[config.mk]
export PLATFORM = sky130hd
export DESIGN_NAME = lcd_power_sequencer
export DESIGN_NICKNAME = d
export VERILOG_FILES = /design/src/rtl/lcd_pkg.sv /design/src/rtl/lcd_backlight_pwm.sv /design/src/rtl/lcd_power_sequencer.sv
export SDC_FILE = /design/constraint.sdc
export NUM_CORES = 1
export LEC_CHECK = 0
export ABC_AREA = 1
export CORE_ASPECT_RATIO = 0.5
export CORE_MARGIN = 1
export CORE_UTILIZATION = 50
export DETAILED_ROUTE_END_ITERATION = 12
export PLACE_DENSITY = 0.71
export REMOVE_ABC_BUFFERS = 1
export SETUP_SLACK_MARGIN = 0.2
export SYNTH_ARGS = -nofsm -noshare
export SYNTH_HDL_FRONTEND = slang
export SYNTH_SLANG_ARGS = --single-unit
[constraint.sdc]
create_clock -name clock -period 2.5 [get_ports clock]
set_input_delay 0.375 -clock clock [delete_from_list [all_inputs] [get_ports clock]]
set_output_delay 0.375 -clock clock [all_outputs]
set_load 0.05 [all_outputs]
[src/rtl/lcd_pkg.sv]
// ============================================================================
// Module : lcd_pkg
// Brief  : Shared types for the LCD panel power sequencer.
// Rev    : 1.0  initial release
// ============================================================================
`default_nettype none

package lcd_pkg;

  localparam int PWM_BITS = 8;

  typedef logic [PWM_BITS-1:0] level_t;

  typedef enum logic [2:0] {
    ST_OFF        = 3'd0,
    ST_POWER_UP   = 3'd1,
    ST_RAMP_UP    = 3'd2,
    ST_ON         = 3'd3,
    ST_RAMP_DOWN  = 3'd4,
    ST_POWER_DOWN = 3'd5
  } state_t;

endpackage

`default_nettype wire

[src/rtl/lcd_backlight_pwm.sv]
// ============================================================================
// Module : lcd_backlight_pwm
// Brief  : Tick-enabled 256-step backlight PWM generator.
// Rev    : 1.0  initial release
// ============================================================================
`default_nettype none

module lcd_backlight_pwm
  import lcd_pkg::*;
(
  input  logic   clock,
  input  logic   reset,
  input  logic   tick,
  input  level_t level,
  output logic   pwm
);

  level_t cnt_q, cnt_d;
  logic   pwm_q, pwm_d;

  // Compare uses the pre-increment count so a full period covers 0..255.
  always_comb begin
    cnt_d = cnt_q;
    pwm_d = pwm_q;
    if (tick) begin
      cnt_d = cnt_q + 1'b1;
      pwm_d = (cnt_q < level);
    end
  end

  always_ff @(posedge clock) begin
    if (reset) begin
      cnt_q <= '0;
      pwm_q <= 1'b0;
    end else begin
      cnt_q <= cnt_d;
      pwm_q <= pwm_d;
    end
  end

  assign pwm = pwm_q;

endmodule

`default_nettype wire

[src/rtl/lcd_power_sequencer.sv]
// ============================================================================
// Module : lcd_power_sequencer
// Brief  : Panel DISP / backlight power sequencing with fade in and fade out.
// Rev    : 1.0  initial release
// ============================================================================
`default_nettype none

module lcd_power_sequencer
  import lcd_pkg::*;
#(
  parameter int unsigned ON_DELAY_FRAMES  = 10,
  parameter int unsigned OFF_DELAY_FRAMES = 10,
  parameter int unsigned RAMP_INC         = 8,
  parameter int unsigned FRAME_CNT_BITS   = 8
) (
  input  logic       clock,
  input  logic       reset,
  input  logic       tick,
  input  logic       next_frame,
  input  logic       enable,
  input  logic [7:0] brightness,
  output logic       display_on,
  output logic       backlight_pwm,
  output logic       pixels_enable,
  output logic [7:0] level,
  output logic [2:0] state
);

  localparam logic [8:0]              INC9       = RAMP_INC[8:0];
  localparam logic [FRAME_CNT_BITS:0] ON_TARGET  = ON_DELAY_FRAMES[FRAME_CNT_BITS:0];
  localparam logic [FRAME_CNT_BITS:0] OFF_TARGET = OFF_DELAY_FRAMES[FRAME_CNT_BITS:0];

  state_t                    state_q, state_d;
  level_t                    level_q, level_d;
  logic [FRAME_CNT_BITS-1:0] frame_cnt_q, frame_cnt_d;
  logic                      display_on_q, pixels_enable_q;

  logic [FRAME_CNT_BITS:0] frame_inc;
  logic [8:0]              lvl_up, lvl_dn;
  level_t                  ramp_up_val, ramp_dn_val, track_val;

  assign frame_inc = {1'b0, frame_cnt_q} + 1'b1;

  // 9-bit sums so neither direction can wrap; bit 8 of lvl_dn flags underflow.
  assign lvl_up      = {1'b0, level_q} + INC9;
  assign lvl_dn      = {1'b0, level_q} - INC9;
  assign ramp_up_val = (lvl_up > {1'b0, brightness}) ? brightness : lvl_up[7:0];
  assign ramp_dn_val = lvl_dn[8] ? '0 : lvl_dn[7:0];
  assign track_val   = (level_q <= brightness) ? ramp_up_val :
                       (lvl_dn[8] || (lvl_dn[7:0] < brightness)) ? brightness : lvl_dn[7:0];

  always_comb begin
    state_d = state_q;
    level_d = level_q;
    case (state_q)
      ST_OFF: begin
        level_d = '0;
        if (enable) state_d = ST_POWER_UP;
      end
      ST_POWER_UP: begin
        level_d = '0;
        if (!enable)                                   state_d = ST_POWER_DOWN;
        else if (next_frame && (frame_inc == ON_TARGET)) state_d = ST_RAMP_UP;
      end
      ST_RAMP_UP: begin
        if (!enable) begin
          state_d = ST_RAMP_DOWN;
        end else if (next_frame) begin
          level_d = ramp_up_val;
          if (ramp_up_val == brightness) state_d = ST_ON;
        end
      end
      ST_ON: begin
        if (!enable)         state_d = ST_RAMP_DOWN;
        else if (next_frame) level_d = track_val;
      end
      ST_RAMP_DOWN: begin
        if (enable) begin
          state_d = ST_RAMP_UP;
        end else if (next_frame) begin
          level_d = ramp_dn_val;
          if (ramp_dn_val == '0) state_d = ST_POWER_DOWN;
        end
      end
      ST_POWER_DOWN: begin
        level_d = '0;
        if (next_frame && (frame_inc == OFF_TARGET)) state_d = ST_OFF;
      end
      default: begin
        state_d = ST_OFF;
        level_d = '0;
      end
    endcase

    // The settle counter restarts on every state entry.
    frame_cnt_d = frame_cnt_q;
    if (state_d != state_q) frame_cnt_d = '0;
    else if (next_frame)    frame_cnt_d = frame_inc[FRAME_CNT_BITS-1:0];
  end

  always_ff @(posedge clock) begin
    if (reset) begin
      state_q         <= ST_OFF;
      level_q         <= '0;
      frame_cnt_q     <= '0;
      display_on_q    <= 1'b0;
      pixels_enable_q <= 1'b0;
    end else begin
      state_q         <= state_d;
      level_q         <= level_d;
      frame_cnt_q     <= frame_cnt_d;
      display_on_q    <= (state_d != ST_OFF);
      pixels_enable_q <= (state_d == ST_RAMP_UP) || (state_d == ST_ON) ||
                         (state_d == ST_RAMP_DOWN);
    end
  end

  lcd_backlight_pwm u_pwm (
    .clock (clock),
    .reset (reset),
    .tick  (tick),
    .level (level_q),
    .pwm   (backlight_pwm)
  );

  assign display_on    = display_on_q;
  assign pixels_enable = pixels_enable_q;
  assign level         = level_q;
  assign state         = state_q;

endmodule

`default_nettype wire

# Word level (Yosys, flattened, before mapping)
# Cells that the tools add are included.
[classes]
reduce_logical = 9
n_addsub = 4
n_eq_ne = 17
n_lt_le_gt_ge = 4
muxes = 23
[ops]
columns = ["operator", "n"]
rows = [
  ["2-to-1 mux 8 bit", 10],
  ["2-to-1 mux 3 bit", 11],
  ["case mux 8 bit (3 select lines)", 1],
  ["case mux 3 bit (6 select lines)", 1],
  ["less-than comparator 8 bit", 2],
  ["== test 3 x 2 -> 1 bit (second input constant)", 4],
  ["inequality test 2 bit (second input constant)", 6],
  ["adder 8 x 1 -> 9 bit (second input constant)", 1],
  ["adder 8 x 4 -> 9 bit (second input constant)", 1],
  ["== test 3 bit (second input constant)", 3],
  ["== test 9 x 4 -> 1 bit (second input constant)", 1],
  ["greater-than comparator 9 x 8 -> 1 bit", 1],
  ["subtractor 8 x 4 -> 9 bit (second input constant)", 1],
  ["adder 8 x 1 -> 8 bit (second input constant)", 1],
  ["== test 8 bit", 1],
  ["<= comparator 8 bit", 1],
  ["logical NOT 8 bit", 1],
  ["AND reduction 6 bit", 1],
  ["== test 3 x 1 -> 1 bit (second input constant)", 1],
  ["logical NOT 3 bit", 1],
  ["logical OR 1 bit", 3],
  ["inequality test 3 bit", 1],
  ["nonzero test 3 bit", 1],
  ["OR reduction 2 bit", 1],
  ["logical AND 1 bit", 1],
]
[totals]
word_cells = 64
out_inout_bits = 14
reg_bits = 30

# Longest topological paths before layout
[depth]
depth_word = 11
depth_mapped = 23
ltp_nobuf = 22

# Hierarchy
# From an unflattened synthesis, not the netlist that was laid out.
[hier_totals]
cells_unflattened = 473
area_unflattened_um2 = 2949.1
[by_module_without_submodules]
columns = ["mod", "instances", "cells_per_inst", "area_per_inst_um2"]
rows = [
  ["lcd_power_sequencer", 1, 395, 2358.5],
  ["lcd_backlight_pwm", 1, 78, 590.6],
]

# Worst setup path before layout
# Ideal clock, no wire load.
[synth_path]
path_type = "reg-to-reg"
startpoint = "reg level_q[3] (netlist: level[3])"
endpoint = "reg frame_cnt_q[1]"
setup_slack_ns = -0.472
required_time_ns = 2.383
n_path_buf = 1
arrival_ns = 2.855
path_stages_with_launch = 23
cell_sequence = "dfxtp_1 ha_1 nand2_1 inv_1 nand2_1 xor2_1 inv_1 ha_1 nand3_1 o21bai_1 nand3_1 nand2_2 buf_4 nand3_1 nand2_1 nor2_1 nand2_1 nor2_1 nand2_1 nand2_1 nand2_2 nand2_4 nor2_1"
[synth_via]
elab_chain_len = 10
word_cells_on_any_way = 16
[synth_lines]
columns = ["item", "line", "text"]
rows = [
  ["start: declaration", "lcd_power_sequencer.sv:34", "level_t level_q, level_d;"],
  ["start signal: assignment", "lcd_power_sequencer.sv:110", "level_q <= level_d;"],
  ["adder 8 x 4 -> 9 bit", "lcd_power_sequencer.sv:45", "assign lvl_up = {1'b0, level_q} + INC9;"],
  ["greater-than comparator 9 x 8 -> 1 bit", "lcd_power_sequencer.sv:47", "assign ramp_up_val = (lvl_up > {1'b0, brightness}) ? brightness : lvl_up[7:0];"],
  ["2-to-1 mux 8 bit", "lcd_power_sequencer.sv:47", ""],
  ["== test 8 bit", "lcd_power_sequencer.sv:70", "if (ramp_up_val == brightness) state_d = ST_ON;"],
  ["2-to-1 mux 3 bit", "lcd_power_sequencer.sv:70", ""],
  ["2-to-1 mux 3 bit", "lcd_power_sequencer.sv:68", "end else if (next_frame) begin"],
  ["2-to-1 mux 3 bit", "lcd_power_sequencer.sv:66", "if (!enable) begin"],
  ["case mux 3 bit (6 select lines) (*)", "lcd_power_sequencer.sv:55", "case (state_q)"],
  ["inequality test 3 bit (*)", "lcd_power_sequencer.sv:97", "if (state_d != state_q) frame_cnt_d = '0;"],
  ["OR reduction 2 bit (no line) (*)", "--", ""],
  ["end signal: assignment", "lcd_power_sequencer.sv:111", "frame_cnt_q <= frame_cnt_d;"],
  ["end: declaration", "lcd_power_sequencer.sv:35", "logic [FRAME_CNT_BITS-1:0] frame_cnt_q, frame_cnt_d;"],
]
# Every way passes the cells marked *; elsewhere a longest branch is shown, timed or not.
# A chain may end at the register's enable or synchronous reset.

# Worst setup path after layout
[layout_path]
startpoint = "reg level_q[3] (netlist: level[3])"
endpoint = "reg frame_cnt_q[3]"
# The elaborated chain is that of the path after synthesis.

==> metrics list <==
* CTS tree: built
* Area share of the largest cell type after synthesis: 21.5%
* Cell with the largest stage delay on the worst path: sky130_fd_sc_hd__dfxtp_2
- The number of different library cells used by synthesis comes to 39.
* Effective utilization at floorplan: 54.2%
- Min cycle time layout: 2.73 ns
* Slowest stage delay, CP: 0.37 ns
- After detailed placement, the total cell area comes to 3510 um^2.
* Die footprint: 5910 um^2
* Critical path type: flip-flop to flip-flop
- After clock tree synthesis, the clock-pin slew on the worst setup and hold paths is about 0.07 ns.
* Crit path required time: between 2 and 3 ns
* Worst min path class: flip-flop to flip-flop
- Adder and majority gate portion of the synthesized area: roughly an eighth
- Leakage Power: 1.89 nW
* Number of buffers between clock root and the deepest sink: 2
- Counting flops with a built-in enable in the synthesized netlist gives 0.
* Max capacitance violation total: 0
- Fill cell instance count of the final layout: 368
- In the routed layout, each cell is associated on average with a via count of 5.25.
- The mapped netlist covers 2800 um^2.
* TritonRoute pass-1 iters: 5
- Core box area: 5160 um^2
* Compound-Gate Fraction of Synth Area: 16.0%
- Number of DRC violations after detailed-routing iteration 0: 259
- Critical path buffer and inverter count: 6
- The Yosys step of the flow raised 0 warnings.
- Unrepaired setup endpoints after global routing: true
- At the end of routability-driven placement, the weighted congestion stood at around 0.97.
- Summing the areas of all xor and xnor instances in the mapped netlist gives 3.76% of the synthesized area.
- Die span in y: 54.9 um
- Number of global-route vias before repair: 2,871
* Startpoint type of the worst setup path: flip-flop
- Simple-Gate Fraction of Synth Area: around a third
- The final hold violation count came to 0.
- In this run the tool buffered the top-level ports with 26 buffer cells.
- For this block, the routed nets add up to roughly 8400 um of wire.
- Along the worst path, the maximum fanout reaches 8.
- The number of antenna diodes in the final layout is 0.
* Power density cells: approximately 330 nW/um^2
* Critical Path Most Common Cell: sky130_fd_sc_hd__nand2_1
* Htree depth: 2
* GRT Total Usage: 28.9%
- The first global-routing pass estimated 12,900 um of wire.
* Count of pins on the block boundary: 27
- Data arrives at the worst endpoint at 2.91 ns.
- Clock tree synthesis inserted a total of 5 buffers.
- Post-synthesis register bit count: 30
* Worst clock skew: 0.00343 ns
- The flow ran to the end, but the final reports show violations.
- The die is 108 um wide.
- Setup violations remaining at the end of the flow were counted as 19.
- Final std cell area, no fill: 4010 um^2
- The final number of max-transition violations came to 0.
- Across the VDD grid, the largest voltage drop is between 0.4 and 0.5 mV.
- Relative to the synthesized area, the layout overhead comes to 43.2%.
- Walking the worst path, the cells encountered are buf_6 -> inv_1 -> buf_4 -> ha_4 -> nand2_1 -> inv_1 -> nand2_1 -> nand2_1 -> nand2_1 -> nand2_1 -> nand2_4 -> buf_6 -> clkbuf_16 -> nand3_1 -> nand3_1 -> nor2_2 -> nand2_2 -> nand2_2 -> nand2_2 -> nand2_4 -> nor2_1.
- CTS root buffer: sky130_fd_sc_hd__clkbuf_8
* Remaining design rule violation count: 0
- The final layout contains 587 nets.
- Vias: 3,231
- In this design, the largest share of critical-path delay is due to simple AND/OR/NAND/NOR gates.
- The floorplan has 18 rows.
- GRT Residual Overflow: 0
- Fraction of the yosys area taken by sequential cells: 21.5%
* Violations in the final reports: setup timing
* Share of cell area taken by muxes after synthesis: 0%
- In the synthesized netlist the async set-or-reset flop fraction comes to 0%.
- Max-Slew Margin vs Limit: 55.0%
- The most used flip-flop cell after synthesis is sky130_fd_sc_hd__dfxtp_1.
- Once layout is complete, the utilization of the core stands at 77.7%.
- Critical Path End Type: flip-flop
* Hold-fix buffer count after cts: 0
* Library cell with the largest summed area after synthesis: sky130_fd_sc_hd__dfxtp_1
- Clock tree synthesis found a total of 30 sinks.
* Top cells by area, synth: sky130_fd_sc_hd__dfxtp_1 21%, sky130_fd_sc_hd__nand2_1 16%, sky130_fd_sc_hd__ha_1 13%, sky130_fd_sc_hd__inv_1 9.0%, sky130_fd_sc_hd__nand3_1 7.7%
* Gate count of the mapped netlist: between 400 and 500
- Transition at the pin with the smallest max-transition slack: slightly below 0.7 ns
- The detail route stage leaves a number of antenna-violating nets equal to 0.
* Fin worst setup slack: -0.231 ns
- Summed over all nets, the half-perimeter wirelength after detailed placement is between 6000 and 7000 um.
- Cell total after placement: 593
* Antenna violations before repair: 0
* Avg Cell Area, Syn: 6.20 um^2
- Clock latency of the later-clocked register in the worst-skew pair: 0.29 ns
- Leaving out filler cells and counting taps, the final layout contains between 600 and 700.
* Maximum operating frequency: 0.366 GHz
- Fraction of layout instances using a drive strength above 1: 24.2%
* Worst slack on hold paths: ~0.47 ns
- By area, the combinational part of the netlist is dominated by simple AND/OR/NAND/NOR gates.
- In the final routed layout, each cell accounts on average for 13.6 um.
- Dividing the final minimum period by the clock period gives 109%.
* Pin count of the biggest net entering global routing: 15
## worst paths after layout
check	cells after the start	slack, ns	to	startpoint
worst max-delay path	21	-0.23	frame_cnt_q[3]$_SDFFE_PP0P_	level[3]$_SDFFE_PP0P_
worst min-delay path	2	0.47	u_pwm.cnt_q[7]$_SDFFE_PP0P_	u_pwm.cnt_q[7]$_SDFFE_PP0P_
worst max register to register	21	-0.23	frame_cnt_q[3]$_SDFFE_PP0P_	level[3]$_SDFFE_PP0P_
worst min register to register	2	0.47	u_pwm.cnt_q[7]$_SDFFE_PP0P_	u_pwm.cnt_q[7]$_SDFFE_PP0P_
## synthesized netlist by cell type, types with 3 or more instances
library cell                 n
sky130_fd_sc_hd__inv_1      67
sky130_fd_sc_hd__xor2_1      9
sky130_fd_sc_hd__o21a_1      3
sky130_fd_sc_hd__o21ai_0    31
sky130_fd_sc_hd__a21oi_1    27
sky130_fd_sc_hd__nand4_1     3
sky130_fd_sc_hd__or2_2       3
sky130_fd_sc_hd__nor3_1      7
sky130_fd_sc_hd__o211ai_1    7
sky130_fd_sc_hd__nor2_1     41
sky130_fd_sc_hd__nand3_1    43
sky130_fd_sc_hd__ha_1       29
sky130_fd_sc_hd__xnor2_1     3
sky130_fd_sc_hd__dfxtp_1    30
sky130_fd_sc_hd__o21bai_1    3
sky130_fd_sc_hd__nand2_1   116
## worst min-delay path: stages (launching register included)
cell	delay, ns
sky130_fd_sc_hd__dfxtp_1	0.31
sky130_fd_sc_hd__inv_1	0.06
sky130_fd_sc_hd__a21oi_1	0.05
## stage by stage
stage / power (W) / setup slack, ns / TNS, ns
2_1_floorplan: 0.000746 / -0.635 / -10.90
3_3_place_gp: 0.000865 / -0.250 / -3.99
3_5_place_dp: 0.000876 / -0.313 / -4.91
4_1_cts: 0.00131 / -0.254 / -3.91
5_1_grt: 0.00139 / -0.349 / -5.71
6_report: 0.00133 / -0.231 / -3.31
## sequential cells by signal, summed over array words and instances (netlist names)
name / count
u_pwm.pwm: 1
level: 8
pixels_enable: 1
state: 3
display_on: 1
frame_cnt_q: 8
u_pwm.cnt_q: 8
## layer usage
layer	wire length, um	vias up	global-route usage, %
li1	-	1657	-
met1	3850	1438	37.3
met4	200	0	10.7
met3	615	20	5.48
met5	0	-	0
met2	3710	116	49.4
## power by group
group,internal [W],total (W),leakage (nW),switching (W)
registers,0.000502,0.000524,0.246,0.0000220
logic,0.000152,0.000379,1.59,0.000227
clock network,0.000221,0.000422,0.0472,0.000201
total,0.000875,0.00133,1.89,0.000451
## area by class of cell
| class | count | area, um^2 | share of cell area (%) |
|---|---|---|---|
| Inverter | 68 | 255 | 6.37 |
| Tap cell | 70 | 87.6 | 2.19 |
| Clock inverter | 2 | 12.5 | 0.312 |
| Multi-Input combinational cell | 345 | 2090 | 52.3 |
| Timing Repair Buffer | 95 | 867 | 21.6 |
| Sequential cell | 30 | 607 | 15.2 |
| Clock buffer | 6 | 82.6 | 2.06 |
## logic make-up after synthesis
logic type	count (synthesis)
AO/OA/AOI/OAI	79
XOR/XNOR	12
adder cells (fa/ha/maj)	29
buffers and inverters	76
flip-flops	30
AND/OR/NAND/NOR	225
## timing repair
| action | in CTS | in global routing |
|---|---|---|
| setup buffers | 6 | 6 |
| endpoints found under the setup margin | 19 | 19 |
| gates resized for setup | 32 | 31 |
| pin swaps | 15 | 15 |
| gates cloned | 2 | 1 |
## placed cells by master (no fill, tap or decap), types with 7 or more instances in the layout
cell type / n
sky130_fd_sc_hd__inv_1: 64
sky130_fd_sc_hd__o21ai_2: 7
sky130_fd_sc_hd__nor3_1: 7
sky130_fd_sc_hd__nand3_1: 39
sky130_fd_sc_hd__nand2_1: 105
sky130_fd_sc_hd__buf_4: 60
sky130_fd_sc_hd__o21ai_0: 24
sky130_fd_sc_hd__nand2_2: 10
sky130_fd_sc_hd__clkdlybuf4s50_1: 26
sky130_fd_sc_hd__dfxtp_1: 27
sky130_fd_sc_hd__nor2_1: 37
sky130_fd_sc_hd__ha_1: 24
sky130_fd_sc_hd__a21oi_1: 24
sky130_fd_sc_hd__o211ai_1: 7
(Power assumes the default switching activity.)
